===== config.mk =====
export PLATFORM = sky130hd
export DESIGN_NAME = key_debounce_flat
export DESIGN_NICKNAME = d
export VERILOG_FILES = /design/src/rtl/key_pkg.sv /design/src/rtl/key_debounce_if.sv /design/src/rtl/ms_tick_gen.sv /design/src/rtl/key_debounce.sv /design/src/flat_wrapper.sv
export SDC_FILE = /design/constraint.sdc
export NUM_CORES = 1
export LEC_CHECK = 0
export BUFFER_PORTS_ARGS = -buffer_cell sky130_fd_sc_hd__buf_2
export CAP_MARGIN = 5
export CORE_MARGIN = 2
export CORE_UTILIZATION = 40
export CTS_BUF_LIST = sky130_fd_sc_hd__clkbuf_16
export DETAILED_ROUTE_END_ITERATION = 6
export GPL_TIMING_DRIVEN = 0
export MAX_ROUTING_LAYER = met4
export SYNTH_ARGS = -nofsm -noshare
export SYNTH_HDL_FRONTEND = slang
export SYNTH_SLANG_ARGS = --single-unit

===== constraint.sdc =====
create_clock -name clk -period 2.2 [get_ports clk]
set_input_delay 0.33 -clock clk [delete_from_list [all_inputs] [get_ports clk]]
set_output_delay 0.33 -clock clk [all_outputs]
set_load 0.01 [all_outputs]

===== src/rtl/key_pkg.sv =====
// Shared types and defaults for the key conditioning path.
// Latency: none (declarations only).
// Backpressure: none.
package key_pkg;

   typedef enum logic [1:0] {
      IDLE,
      PRESS_WAIT,
      PRESSED,
      RELEASE_WAIT
   } key_state_t;

   localparam int TICK_DIV_DEF    = 100000;
   localparam int DEBOUNCE_MS_DEF = 20;

   // Counter width able to hold 0..n-1; never narrower than one bit.
   function automatic int cnt_w(input int n);
      return (n <= 1) ? 1 : $clog2(n);
   endfunction

endpackage


===== src/rtl/key_debounce_if.sv =====
// Key conditioning bundle: raw pin in, clean level/strobes/hold count out.
// Latency: none (wiring only).
// Backpressure: none; all outputs are unconditional strobes/levels.
interface key_debounce_if #(
   parameter int HOLD_W = 32
);
   logic              key_raw;
   logic              key_level;
   logic              press_pulse;
   logic              release_pulse;
   logic [HOLD_W-1:0] hold_ms;
   logic              tick_1ms;

   // Debouncer side: samples the pin, drives the conditioned outputs.
   modport master (
      input  key_raw,
      output key_level,
      output press_pulse,
      output release_pulse,
      output hold_ms,
      output tick_1ms
   );

   // Consumer side: owns the pin, reads the conditioned outputs.
   modport slave (
      output key_raw,
      input  key_level,
      input  press_pulse,
      input  release_pulse,
      input  hold_ms,
      input  tick_1ms
   );
endinterface


===== src/rtl/ms_tick_gen.sv =====
// Free-running 1 ms time base: one-cycle tick every TICK_DIV clk cycles.
// Latency: tick is registered and aligned with counter = TICK_DIV-1.
// Backpressure: none; runs continuously, cleared only by rst.
module ms_tick_gen
   import key_pkg::*;
#(
   parameter int TICK_DIV = TICK_DIV_DEF
) (
   input  logic clk,
   input  logic rst,
   output logic tick
);
   localparam int CW = cnt_w(TICK_DIV);

   logic [CW-1:0] cnt;

   // Wrap counter; tick is pre-decoded one count early so it comes from a flop.
   always_ff @(posedge clk) begin
      if (rst) begin
         cnt  <= '0;
         tick <= 1'b0;
      end else begin
         if (cnt == CW'(TICK_DIV - 1)) begin
            cnt <= '0;
         end else begin
            cnt <= cnt + 1'b1;
         end
         tick <= (cnt == CW'(TICK_DIV - 2));
      end
   end
endmodule


===== src/rtl/key_debounce.sv =====
// Push-button conditioner: sync, tick-based debounce, press/release strobes, hold ms count.
// Latency: raw edge to strobe 2 + (DEBOUNCE_MS-1)*TICK_DIV + 1 .. 2 + DEBOUNCE_MS*TICK_DIV cycles.
// Backpressure: none; strobes are single-cycle and must be consumed when issued.
module key_debounce
   import key_pkg::*;
#(
   parameter int TICK_DIV    = TICK_DIV_DEF,
   parameter int DEBOUNCE_MS = DEBOUNCE_MS_DEF,
   parameter int HOLD_W      = 32
) (
   input  logic           clk,
   input  logic           rst,
   key_debounce_if.master bus
);
   localparam int                SW       = cnt_w(DEBOUNCE_MS);
   localparam logic [SW-1:0]     LAST_CNT = SW'(DEBOUNCE_MS - 1);
   localparam logic [HOLD_W-1:0] HOLD_MAX = {HOLD_W{1'b1}};

   logic          sync_a;
   logic          key_sync;
   logic          tick;
   key_state_t    state;
   logic [SW-1:0] stable_cnt;

   // Shared time base; the same tick is exported for downstream timers.
   ms_tick_gen #(
      .TICK_DIV (TICK_DIV)
   ) u_tick (
      .clk  (clk),
      .rst  (rst),
      .tick (tick)
   );

   // Two-flop synchronizer for the asynchronous pin.
   always_ff @(posedge clk) begin
      if (rst) begin
         sync_a   <= 1'b0;
         key_sync <= 1'b0;
      end else begin
         sync_a   <= bus.key_raw;
         key_sync <= sync_a;
      end
   end

   // Debounce FSM with registered level, strobes and saturating hold counter.
   // A level change in a wait state wins over a tick arriving in the same cycle.
   always_ff @(posedge clk) begin
      if (rst) begin
         state             <= IDLE;
         stable_cnt        <= '0;
         bus.key_level     <= 1'b0;
         bus.press_pulse   <= 1'b0;
         bus.release_pulse <= 1'b0;
         bus.hold_ms       <= '0;
      end else begin
         bus.press_pulse   <= 1'b0;
         bus.release_pulse <= 1'b0;
         case (state)
            IDLE: begin
               if (key_sync) begin
                  state      <= PRESS_WAIT;
                  stable_cnt <= '0;
               end
            end
            PRESS_WAIT: begin
               if (!key_sync) begin
                  state <= IDLE;
               end else if (tick) begin
                  if (stable_cnt == LAST_CNT) begin
                     state           <= PRESSED;
                     bus.key_level   <= 1'b1;
                     bus.press_pulse <= 1'b1;
                     bus.hold_ms     <= '0;
                  end else begin
                     stable_cnt <= stable_cnt + 1'b1;
                  end
               end
            end
            PRESSED: begin
               if (!key_sync) begin
                  state      <= RELEASE_WAIT;
                  stable_cnt <= '0;
               end
               if (tick && bus.hold_ms != HOLD_MAX) begin
                  bus.hold_ms <= bus.hold_ms + 1'b1;
               end
            end
            RELEASE_WAIT: begin
               if (key_sync) begin
                  state <= PRESSED;
               end else if (tick) begin
                  if (stable_cnt == LAST_CNT) begin
                     state             <= IDLE;
                     bus.key_level     <= 1'b0;
                     bus.release_pulse <= 1'b1;
                  end else begin
                     stable_cnt <= stable_cnt + 1'b1;
                  end
               end
               // The release wait still belongs to the press, so it keeps counting.
               if (tick && bus.hold_ms != HOLD_MAX) begin
                  bus.hold_ms <= bus.hold_ms + 1'b1;
               end
            end
            default: begin
               state <= IDLE;
            end
         endcase
      end
   end

   assign bus.tick_1ms = tick;
endmodule


===== src/flat_wrapper.sv =====
// flat-port wrapper written by rule: the top's interface ports become plain ports
module key_debounce_flat import key_pkg::*;
#(
   parameter int TICK_DIV    = TICK_DIV_DEF,
   parameter int DEBOUNCE_MS = DEBOUNCE_MS_DEF,
   parameter int HOLD_W      = 32
)
  (clk, rst, bus_key_raw, bus_key_level, bus_press_pulse, bus_release_pulse, bus_hold_ms, bus_tick_1ms);
  key_debounce_if #(.HOLD_W(HOLD_W)) bus_i ();
  input  logic clk;
  input  logic rst;
  input wire logic [$bits(bus_i.key_raw)-1:0] bus_key_raw;
  output wire logic [$bits(bus_i.key_level)-1:0] bus_key_level;
  output wire logic [$bits(bus_i.press_pulse)-1:0] bus_press_pulse;
  output wire logic [$bits(bus_i.release_pulse)-1:0] bus_release_pulse;
  output wire logic [$bits(bus_i.hold_ms)-1:0] bus_hold_ms;
  output wire logic [$bits(bus_i.tick_1ms)-1:0] bus_tick_1ms;
  assign bus_i.key_raw = bus_key_raw;
  assign bus_key_level = bus_i.key_level;
  assign bus_press_pulse = bus_i.press_pulse;
  assign bus_release_pulse = bus_i.release_pulse;
  assign bus_hold_ms = bus_i.hold_ms;
  assign bus_tick_1ms = bus_i.tick_1ms;
  key_debounce #(.TICK_DIV(TICK_DIV), .DEBOUNCE_MS(DEBOUNCE_MS), .HOLD_W(HOLD_W)) u_core (.clk(clk), .rst(rst), .bus(bus_i));
endmodule

; ---- Word level (Yosys, flattened, before mapping)
; Index checks and enable logic that the tools add are counted.
[classes]
muxes = 30
reduce_logical = 12
n_bitwise = 3
eq_ne = 20
add_sub_neg = 3
[op_table]
columns = operator, n
row1 = $mux W32, 4
row2 = $pmux W32 S2, 1
row3 = $eq A17 B17 Y1 const B, 2
row4 = $add A32 B1 Y32 const B, 1
row5 = $ne A32 B32 Y1 const B, 1
row6 = $mux W5, 6
row7 = $pmux W5 S4, 1
row8 = $add A17 B1 Y17 const B, 1
row9 = $mux W2, 8
row10 = $ne A2 B1 Y1 const B, 5
row11 = $mux W1, 8
row12 = $ne A2 B2 Y1 const B, 4
row13 = $pmux W2 S4, 1
row14 = $reduce_and A7 Y1, 1
row15 = $ne A3 B3 Y1 const B, 2
row16 = $reduce_and A6 Y1, 1
row17 = $reduce_or A3 Y1, 2
row18 = $add A5 B1 Y5 const B, 1
row19 = $eq A5 B5 Y1 const B, 1
row20 = $reduce_and A5 Y1, 1
row21 = $eq A2 B2 Y1 const B, 2
row22 = $reduce_and A4 Y1, 1
row23 = $reduce_bool A2 Y1, 2
row24 = $reduce_or A2 Y1, 2
row25 = 7 further kinds, 9
[word_totals]
input_bits = 3
wordCells = 78
regBits = 62
output_inout_bits = 36

; ---- Logic depth before layout (Yosys ltp)
; Gate-level depths: netlist of the first run.
[depth]
depth_word = 5
ltp_mapped = 9
depth_no_buf = 7

; ---- Hierarchy
; From an unflattened synthesis of the first run, not the netlist that was laid out.
[unflattened]
hier_cells = 375
area_unflattened_um2 = 3191.8
[modules_own_cells]
columns = mod, cells_per_inst, n_inst, seq_area_each_um2, area_each_um2
row1 = key_debounce, 289, 1, 880.8, 2343.5
row2 = ms_tick_gen, 86, 1, 360.3, 848.3

; ---- Worst setup path after synthesis of the first run
; OpenSTA, ideal clock, no wires.
[synth_path]
path_kind = flip-flop to flip-flop
start = register u_core.bus.hold_ms[0]
end = register u_core.bus.hold_ms[29]
period_less_slack_ns = 2.229
n_path_buf = 1
slack_ns = -0.029
t_arrival_ns = 2.115
path_stages_with_launch = 9
required_ns = 2.086
setup_ns = 0.114
cell_sequence = dfxtp_1 > ha_1 > nand3_1 > or4_4 > nor4_4 > or2_2 > buf_6 > o21ai_2 > a21o_1
[synth_between]
elab_chain_cells = 4
elab_cells_between_ends = 7
classes_between = add/sub (1) / eq/ne (2) / mux (2) / reduce/logical (2)
[synth_lines]
columns = element, line_no
row1 = from (decl), key_debounce_if.sv:20  ; output hold_ms,
row2 = from (signal assigned), key_debounce.sv:85  ; bus.hold_ms <= bus.hold_ms + 1'b1;
row3 = from (signal assigned), key_debounce.sv:102  ; bus.hold_ms <= bus.hold_ms + 1'b1;
row4 = branches (longest 4 deep; another with $add A32 B1 Y32), n/a
; Several ways; the timed one is not identified. The select of a mux whose other input is x is not followed.
; A chain may end at the register's enable or synchronous reset.

; ---- Final worst setup path of the first run
[layout_path]
start = register u_core.bus.hold_ms[10]
end = register u_core.bus.hold_ms[4]
[layout_between]
elab_chain_cells = 4
[layout_lines]
columns = element, line_no
row1 = $ne A32 B32 Y1, "key_debounce.sv:84, key_debounce.sv:101"
row2 = $logic_and A1 B1 Y1, "key_debounce.sv:84, key_debounce.sv:101"
row3 = $ne A2 B1 Y1 (no line), n/a
row4 = $reduce_and A5 Y1 (no line), n/a
; No other way between the ends.

==> out/results.txt, run 1 <==
The tools report the count of TritonRoute iterations in the first routing pass as 4. In this run, the combinational gates consume 2.1% of the power. The cell with the largest stage delay on the worst path was sky130_fd_sc_hd__or4_4.

The logs give 0 for the final-report setup violation count and 3 for the maximum level of the CTS H-tree. Of all nets on the critical path, the largest fanout is 8. Counting both buffers and inverters, the worst setup path holds a total of 2. Net switching is 23.2% of the power.

IR analysis of the VDD net gives a maximum drop of 0.377 mV. The run gives 0.574 mW as the switching power total. The count of antenna-violating nets left after detailed routing was 0; the proportion of layout cells with a drive suffix above 1 was 27.4%.

The maximum number of pins on one net before global-route repair is 13. For this block, the initial DRC count from the detailed router was 127. Per report_power, the sequential group accounts for 45.8% of the total. STA classifies the critical path endpoint as a register. In the synthesized netlist the async set-or-reset flop fraction comes to 0%.

The port buffer count was 38; the DRC violations left was 0. The clock period could shrink to 2.14 ns. For the leakage power, the log shows 1.54 nW. Setup repair after global routing could not meet its margin everywhere. Using the TritonRoute via totals, the vias-per-cell ratio works out to 5.43. In this run the core area contains 31 standard-cell rows.

Clock tree synthesis found a total of 62 sinks. The run gives 0 as the number of violations of the max-capacitance limit. The headroom to the max-slew limit is 60.4%. For this run, the leading register cell type out of synthesis is sky130_fd_sc_hd__dfxtp_1. TritonCTS built the clock tree. The internal power was 1.90 mW; the met3 usage in global routing was 5.98%.

After detailed routing, the average wire length per cell comes to 14.6 um. The run gives 8280 um^2 as the die outline area. Summed over its instances, the top area cell type makes up 41.0% of the synthesized netlist area. The run gives 25.4% as the met1 demand-to-capacity share in global routing.

For this run, the share of the core covered by cells in the final layout is 53.9%. In this design, the largest share of critical-path delay is due to simple AND/OR/NAND/NOR gates. The max-slew violation total from the final report was 0. Counting every net in the synthesized netlist gives 368. The count of mapped cells out of synthesis is 361. The worst hold path belongs to the class in -> reg.

The tools report the detailed placer's ending HPWL as 5250 um. Yosys attributes the largest share of cell area to sky130_fd_sc_hd__dfxtp_1 (41%), sky130_fd_sc_hd__nor2_1 (5.2%), sky130_fd_sc_hd__nand3_1 (4.6%). TritonCTS created 9 clock buffers. Across all layers, the routed design uses 2,895 vias.

The tools report the distinct cell type count of the synthesized netlist as 53. The mapped netlist covers 3030 um^2. The total area of multi-input combinational cells is 1800 um^2, and the power per standard cell area is 630 nW/um^2. For this run, the register share of the synthesized area comes to 41.0%. The number of antenna repair diodes was 0; the average cell area after synthesis was 8.38 um^2. Kind of critical path: reg -> reg. Measured along the x axis, the die boundary spans 91.0 um.

The tools report the clock latency reported for the late side of the worst-skew pair as 0.33 ns. The height of the chip is 91.0 um, and the combined global-route utilization of all metal layers is 19.7%. On the final layout, the worst hold slack is 0.201 ns. For the area inside the core boundary, the log shows 7290 um^2. met2 is the most crowded layer. The tree is rooted in a sky130_fd_sc_hd__clkbuf_16. Per report_power, the clock group accounts for 52.2% of the total. After routing the design area is 3930 um^2. The worst setup path is launched from a register. The maximum clock frequency is 468 MHz, and the wire length of the first global-routing pass is 12,800 um.

The congestion estimate from routability-driven global placement came to 0.864. For the worst setup path, the data arrival time is 2.34 ns. The total negative slack is 0 ns, and the final cycle utilization of the critical path is 97.1%. Worst clock skew: 0.00501 ns.

The number of enable flip-flop cells after synthesis was 0; the maximum number of buffers from clock root to sink was 2. The run gives 41.5% as the effective utilization at floorplan. The total detailed-routing wirelength came out at 7760 um.

The delay of the slowest cell on the worst path is 0.59 ns. The overall overflow remaining after global route is 0. The flop and latch count out of synthesis came out at 62. The critical path goes through nand4_4 -> or4_4 -> nor4_4 -> buf_4 -> nor2_4 -> buf_6 -> a21oi_1 -> a31oi_1. The run gives 3340 um^2 as the cell area after placement.

At the pin with the least slew margin, the transition time is 0.589 ns. The area growth from synthesis to layout is 30.0%. The number of placed I/O pins is 39. The routing usage on met2 was 30.3%; the hold violation total from the final report was 0. The tools report the count of synthesis-stage warnings from yosys as 0. The number of global-route vias before repair came out at 2,646.

The flow ran to the end, and the final reports show no timing, DRC or antenna violations. The final-stage net count came out at 436. The tools report the required time of the worst setup path as 2.41 ns. The largest total area in the synthesized netlist belongs to sky130_fd_sc_hd__dfxtp_1.

The run gives 702 as the count of fill cells added during filler insertion. In the final layout, flip-flops and latches occupy 1260 um^2. The initial antenna violation count was 0. Clock transition at the register clock pins on the worst setup and hold paths after CTS: 0.06 ns.
cell type report:
type / count / area share [%]
multi-input cells: 277 / 45.7
flip-flops and latches: 62 / 32.1
inverters: 9 / 0.859
clock inverters: 7 / 1.30
repair buffers: 58 / 9.16
well taps: 99 / 3.15
plain buffers: 12 / 1.97
clock buffers: 9 / 5.73
power by group through the flow:
| stage | logic, mW | registers (mW) | clock network (mW) |
|---|---|---|---|
| after floorplan | 0.0320 | 1.16 | 0 |
| after global placement | 0.0481 | 1.16 | 0 |
| after detailed placement | 0.0481 | 1.16 | 0 |
| after CTS | 0.0499 | 1.14 | 1.32 |
| after global routing | 0.0575 | 1.14 | 1.38 |
| final | 0.0509 | 1.13 | 1.29 |
Yosys cell counts (all sizes together), types with 2 or more instances:
library cell and instances:
a22oi 2, clkbuf 7, or4b 3, nor4b 2, a31oi 10, xor2 12, buf 6, nor4 6
nor3 10, nand2 31, inv 9, a41oi 2, xnor2 9, or3 4, nor2 42, or2 4
o41ai 5, nor2b 3, o31ai 3, and2 5, nand3 28, o21ai 31, a21oi 17, a21o 3
and3 8, and4 4, ha 4, dfxtp 62, nand2b 2, nand4 15
kinds of logic after synthesis:
group                    after synthesis  synth area share (%)
AO/OA/AOI/OAI                         79                  16.4
XOR/XNOR                              21                  6.08
adder cells (fa/ha/maj)                4                  1.65
buffers and inverters                 22                  3.27
flip-flops                            62                  41.0
multiplexers                           1                 0.331
AND/OR/NAND/NOR                      172                  31.3
final timing paths:
path	startpoint	end	slack, ns	cells after the start
max	u_core.bus.hold_ms[10]	u_core.bus.hold_ms[4]	0.06	8
min	bus_key_raw	u_core.sync_a	0.20	2
max reg2reg	u_core.bus.hold_ms[10]	u_core.bus.hold_ms[4]	0.06	8
min reg2reg	u_core.sync_a	u_core.key_sync	0.44	1
metal layers:
| layer | vias up | routed length, um |
|---|---|---|
| li1 | 1457 | - |
| met1 | 1370 | 3690 |
| met2 | 58 | 3590 |
| met3 | 10 | 372 |
| met4 | 0 | 105 |
| met5 | - | 0 |
registers in the layout, indices dropped and copies added, names as in the netlist, named ones only:
signal / flops
u_core.stable_cnt: 5
u_core.sync_a: 1
u_core.key_sync: 1
u_core.bus.release_pulse: 1
u_core.bus.hold_ms: 32
u_core.u_tick.tick: 1
u_core.state: 1
u_core.bus.key_level: 1
u_core.bus.press_pulse: 1
u_core.u_tick.cnt: 17
layout by cell type (no fill, tap or decap), types with 3 or more instances in the layout:
cell type and count:
sky130_fd_sc_hd__nand2_1 31, sky130_fd_sc_hd__nand3_1 24, sky130_fd_sc_hd__nand3_2 3, sky130_fd_sc_hd__nor4_1 3
sky130_fd_sc_hd__nor3_1 8, sky130_fd_sc_hd__dfxtp_1 52, sky130_fd_sc_hd__clkinvlp_4 4, sky130_fd_sc_hd__or3_1 4
sky130_fd_sc_hd__a21oi_2 4, sky130_fd_sc_hd__buf_4 18, sky130_fd_sc_hd__buf_6 3, sky130_fd_sc_hd__o31ai_1 3
sky130_fd_sc_hd__and3_1 8, sky130_fd_sc_hd__xor2_1 12, sky130_fd_sc_hd__o41ai_1 5, sky130_fd_sc_hd__nand4_1 13
sky130_fd_sc_hd__nor4_4 3, sky130_fd_sc_hd__buf_2 39, sky130_fd_sc_hd__dfxtp_2 6, sky130_fd_sc_hd__a21o_1 3
sky130_fd_sc_hd__o21ai_1 3, sky130_fd_sc_hd__a31oi_1 10, sky130_fd_sc_hd__o21ai_0 26, sky130_fd_sc_hd__a21oi_1 13
sky130_fd_sc_hd__xnor2_1 9, sky130_fd_sc_hd__clkbuf_16 9, sky130_fd_sc_hd__inv_1 9, sky130_fd_sc_hd__nor2b_1 3
sky130_fd_sc_hd__and4_1 4, sky130_fd_sc_hd__and2_1 5, sky130_fd_sc_hd__dfxtp_4 4, sky130_fd_sc_hd__clkbuf_1 5
sky130_fd_sc_hd__nor2_1 40
through the flow:
step                      worst slack (ns)  cells  power [mW]
after global routing               -0.0215    533        2.57
after detailed placement            -0.319    498        1.21
after floorplan                     0.0450    361        1.20
after global placement              -0.315    498        1.21
final                               0.0635    533        2.48
after CTS                          0.00826    520        2.51
worst register-to-register path, delay by kind of cell, from the launching register on:
family | cells | cell delay (ns)
simple gates | 4 | 1.13
compound gates | 2 | 0.18
buf+inv | 2 | 0.33
flops | 1 | 0.39
what timing repair did:
action,CTS,global route
setup endpoints to repair,31,31
resized for setup,16,29
hold buffers,0,0
pin swaps,4,9
buffers inserted,6,12
gates cloned,0,2
Note: power is estimated with default switching activity, not from simulation.
==> run 2, diff against run 1 <==
Settings changed: CAP_MARGIN 5 to default, GPL_TIMING_DRIVEN 0 to default.
Clock period 2.2 ns to 2.54 ns, I/O delays scaled along.
==> run 2 against run 1 <==
  * Sequential cell count unchanged
  * Critical endpoint is now u_core.bus.hold_ms[31]
  * Largest cell class unchanged
  * Die area unchanged
  * Largest power group unchanged
  * Global-route usage decreased by 0.71 points
==> out/results.txt, run 2 (synthesized netlist as in run 1, its figures left out) <==
The maximum level of the CTS H-tree is 3 (unchanged). The number of vias after detailed routing is 2,812 (was 2,895), and the chip width is 91.0 um (unchanged). The routed wire length per instance works out to 14.0 um (was 14.6 um). The total negative slack came out at 0 ns (unchanged).

Launch point of the worst reg-to-reg path: u_core.bus.hold_ms[1] (was u_core.bus.hold_ms[10]). The count of cells along the worst hold path is 2 (unchanged), and the post-CTS repair timing setup buffer count is 0 (was 6). The count of fill cells added during filler insertion is 739 (was 702), and the area inside the core boundary is 7290 um^2 (unchanged). The flip-flop count of the largest register, all copies and words added was 32 (unchanged); the internal power was 1.76 mW (was 1.90 mW). The worst hold path class was in -> reg (unchanged).

Leakage power: 1.44 nW (was 1.54 nW). Met3 usage in global routing: 5.64% (was 5.98%). The minimum setup slack after placement came out at 0.218 ns (was -0.319 ns). Leading registers by flop count: u_core.bus.hold_ms x32, u_core.u_tick.cnt x17, u_core.stable_cnt x5 (unchanged). The count of antenna-violating nets left after detailed routing was 0 (unchanged). The number of clock buffers inserted by TritonCTS was 9 (unchanged); the initial antenna violation count was 0 (unchanged). Maximum clock frequency: 424 MHz (was 468 MHz). Clock transition at the register clock pins on the worst setup and hold paths after CTS: 0.05 ns (was 0.06 ns). The switching power total was 0.492 mW (was 0.574 mW).

The final period demand of the worst path came out at 2.36 ns (was 2.14 ns). The worst clock skew came out at 0.00661 ns (was 0.00501 ns). The post-cts resize count is 0 (was 16), and the placer's final routability congestion estimate is 0.855 (was 0.864). Slew at the pin closest to its max-slew limit: 0.939 ns (was 0.589 ns). The register with the most flip-flops is u_core.bus.hold_ms (unchanged). The number of global-route vias before repair came out at 2,651 (was 2,646). The run gives 31 (unchanged) as the number of placement rows.

The share of total power consumed by net switching is 21.9% (was 23.2%). The endpoint of the most critical register-to-register path was u_core.bus.hold_ms[31] (was u_core.bus.hold_ms[4]). The port buffer count is 38 (unchanged), and the clock latency reported for the late side of the worst-skew pair is 0.33 ns (about the same). TritonCTS built the clock tree. The overall overflow remaining after global route was 0 (unchanged). The via density per instance is 5.42 (was 5.43), and the proportion of layout cells with a drive suffix above 1 is 20.7% (was 27.4%). The final cycle utilization of the critical path works out to 92.9% (was 97.1%).

The height of the chip was 91.0 um (unchanged); the cell area after placement was 3410 um^2 (was 3340 um^2). The max-slew violation total from the final report was 0 (unchanged); the worst path buffer plus inverter count was 0 (was 2). The tools report the routing usage on met2 as 30.4% (was 30.3%).

The tools report the kind of end point of the critical path as a register (unchanged). The logic depth of the worst register-to-register path was 7 (was 8). The flow ran to the end, and the final reports show no timing, DRC or antenna violations. The leading cell type in the layout, fill and taps excluded was sky130_fd_sc_hd__dfxtp_1 (unchanged).

The register cell area after layout is 1240 um^2 (was 1260 um^2), and the delay of the slowest cell on the worst path is 0.55 ns (was 0.59 ns). The DRC violations left is 0 (unchanged), and the maximum number of buffers from clock root to sink is 2 (unchanged). The final-stage net count is 422 (was 436), and the power per standard cell area is 606 nW/um^2 (was 630 nW/um^2). The number of placed I/O pins is 39 (unchanged), and the minimum setup slack in the final design is 0.181 ns (was 0.0635 ns).

The logs give 37.2% (was 60.4%) for the headroom to the max-slew limit and 2.74 ns (was 2.41 ns) for the required time of the worst setup path. The number of antenna repair diodes is 0 (unchanged), and the number of violations of the max-capacitance limit is 0 (unchanged). The run gives 8280 um^2 (unchanged) as the die outline area.

The most used routing layer in global routing was met2 (unchanged). Most frequent cells in the layout: sky130_fd_sc_hd__dfxtp_1 (62), sky130_fd_sc_hd__nor2_1 (42), sky130_fd_sc_hd__buf_2 (38) (was sky130_fd_sc_hd__dfxtp_1 (52), sky130_fd_sc_hd__nor2_1 (40), sky130_fd_sc_hd__buf_2 (39)). For the worst setup slack for register-to-register paths, the log shows 0.18 ns (was 0.06 ns). The cell count along the critical path came out at 7 (was 8). The total of hold buffers inserted after clock tree synthesis came out at 0 (unchanged). The tools report the effective utilization at floorplan as 41.5% (unchanged). The hold violation total from the final report was 0 (unchanged).

The clock sink count is 62 (unchanged). Final instance area: 3710 um^2 (was 3930 um^2). The maximum number of pins on one net before global-route repair came out at 22 (was 13). Setup repair after global routing left no endpoint under its margin. The total detailed-routing wirelength came out at 7240 um (was 7760 um). The detailed placer's ending HPWL was 5160 um (was 5250 um); the maximum fanout count along the critical path was 14 (was 8).

For the wire length of the first global-routing pass, the log shows 12,400 um (was 12,800 um). The count of TritonRoute iterations in the first routing pass came out at 4 (unchanged). The final-report setup violation count is 0 (unchanged). The root buffer cell was sky130_fd_sc_hd__clkbuf_16 (unchanged). The family with the most delay on the worst path was simple AND/OR/NAND/NOR gates (unchanged). For the share of total power in the clock network, the log shows 54.2% (was 52.2%). For the combinational fraction of design power, the log shows 1.9% (was 2.1%). Cell with the largest stage delay on the worst path: sky130_fd_sc_hd__or4_4 (unchanged).

The maximum vdd ir drop was 0.458 mV (was 0.377 mV); the worst hold margin was 0.276 ns (was 0.201 ns). The logs give 2.56 ns (was 2.34 ns) for the arrival time at the worst endpoint and 43.9% (was 45.8%) for the portion of total power attributed to sequential cells. The end point of the worst hold path was u_core.sync_a (unchanged). The source of the worst hold timing path was bus_key_raw (unchanged). The area added between synthesis and finish was 22.6% (was 30.0%).

The logs give 23.3% (was 25.4%) for the met1 demand-to-capacity share in global routing and 150 (was 127) for the number of DRC markers in iteration 0. The run gives 19.0% (was 19.7%) as the combined global-route utilization of all metal layers. The total area of multi-input combinational cells was 1690 um^2 (was 1800 um^2).

Kind of critical path: reg -> reg (unchanged). CP Cell Sequence: ha_1 -> nand3_1 -> or4_4 -> nor4_4 -> nor2_1 -> a41oi_1 -> a31oi_1 (was nand4_4 -> or4_4 -> nor4_4 -> buf_4 -> nor2_4 -> buf_6 -> a21oi_1 -> a31oi_1). The nature of the critical path startpoint is a register (unchanged).
## run 2: worst max-delay path by stage
stage	startpoint	endpoint	slack, ns
after global routing	u_core.bus.hold_ms[1]	u_core.bus.hold_ms[31]	0.03
after detailed placement	u_core.bus.hold_ms[1]	u_core.bus.hold_ms[31]	0.22
after global placement	u_core.bus.hold_ms[1]	u_core.bus.hold_ms[29]	0.34
final	u_core.bus.hold_ms[1]	u_core.bus.hold_ms[31]	0.18
after floorplan	u_core.bus.hold_ms[0]	u_core.bus.hold_ms[29]	0.31
after CTS	u_core.bus.hold_ms[1]	u_core.bus.hold_ms[31]	0.20
## run 2: final cells by class
class	instances	share of cell area [%]
Multi-Input combinational cell	277	45.4
Sequential cell	62	33.5
Timing Repair Buffer	56	8.77
Clock buffer	9	6.07
Tap cell	99	3.34
Clock inverter	7	1.99
Inverter	9	0.911
## run 2: metal layers
metal,share of wire (%),up-vias
li1,-,1438
met3,5.9,2
met1,47,1294
met4,0.29,0
met2,47,78
met5,0,-
## run 2: stage by stage
stage,power (mW),std cells,utilization [%]
2_1_floorplan,1.04,361,-
3_3_place_gp,1.05,503,46.8
3_5_place_dp,1.05,503,46.8
4_1_cts,2.28,519,50.9
5_1_grt,2.32,519,50.9
6_report,2.25,519,50.9
## run 2: power groups by stage
stage,sequential [mW],clock (mW),combinational (mW)
2_1_floorplan,1.01,0,0.0277
3_3_place_gp,1.01,0,0.0423
3_5_place_dp,1.01,0,0.0425
4_1_cts,0.987,1.25,0.0425
5_1_grt,0.988,1.29,0.0476
6_report,0.987,1.22,0.0418
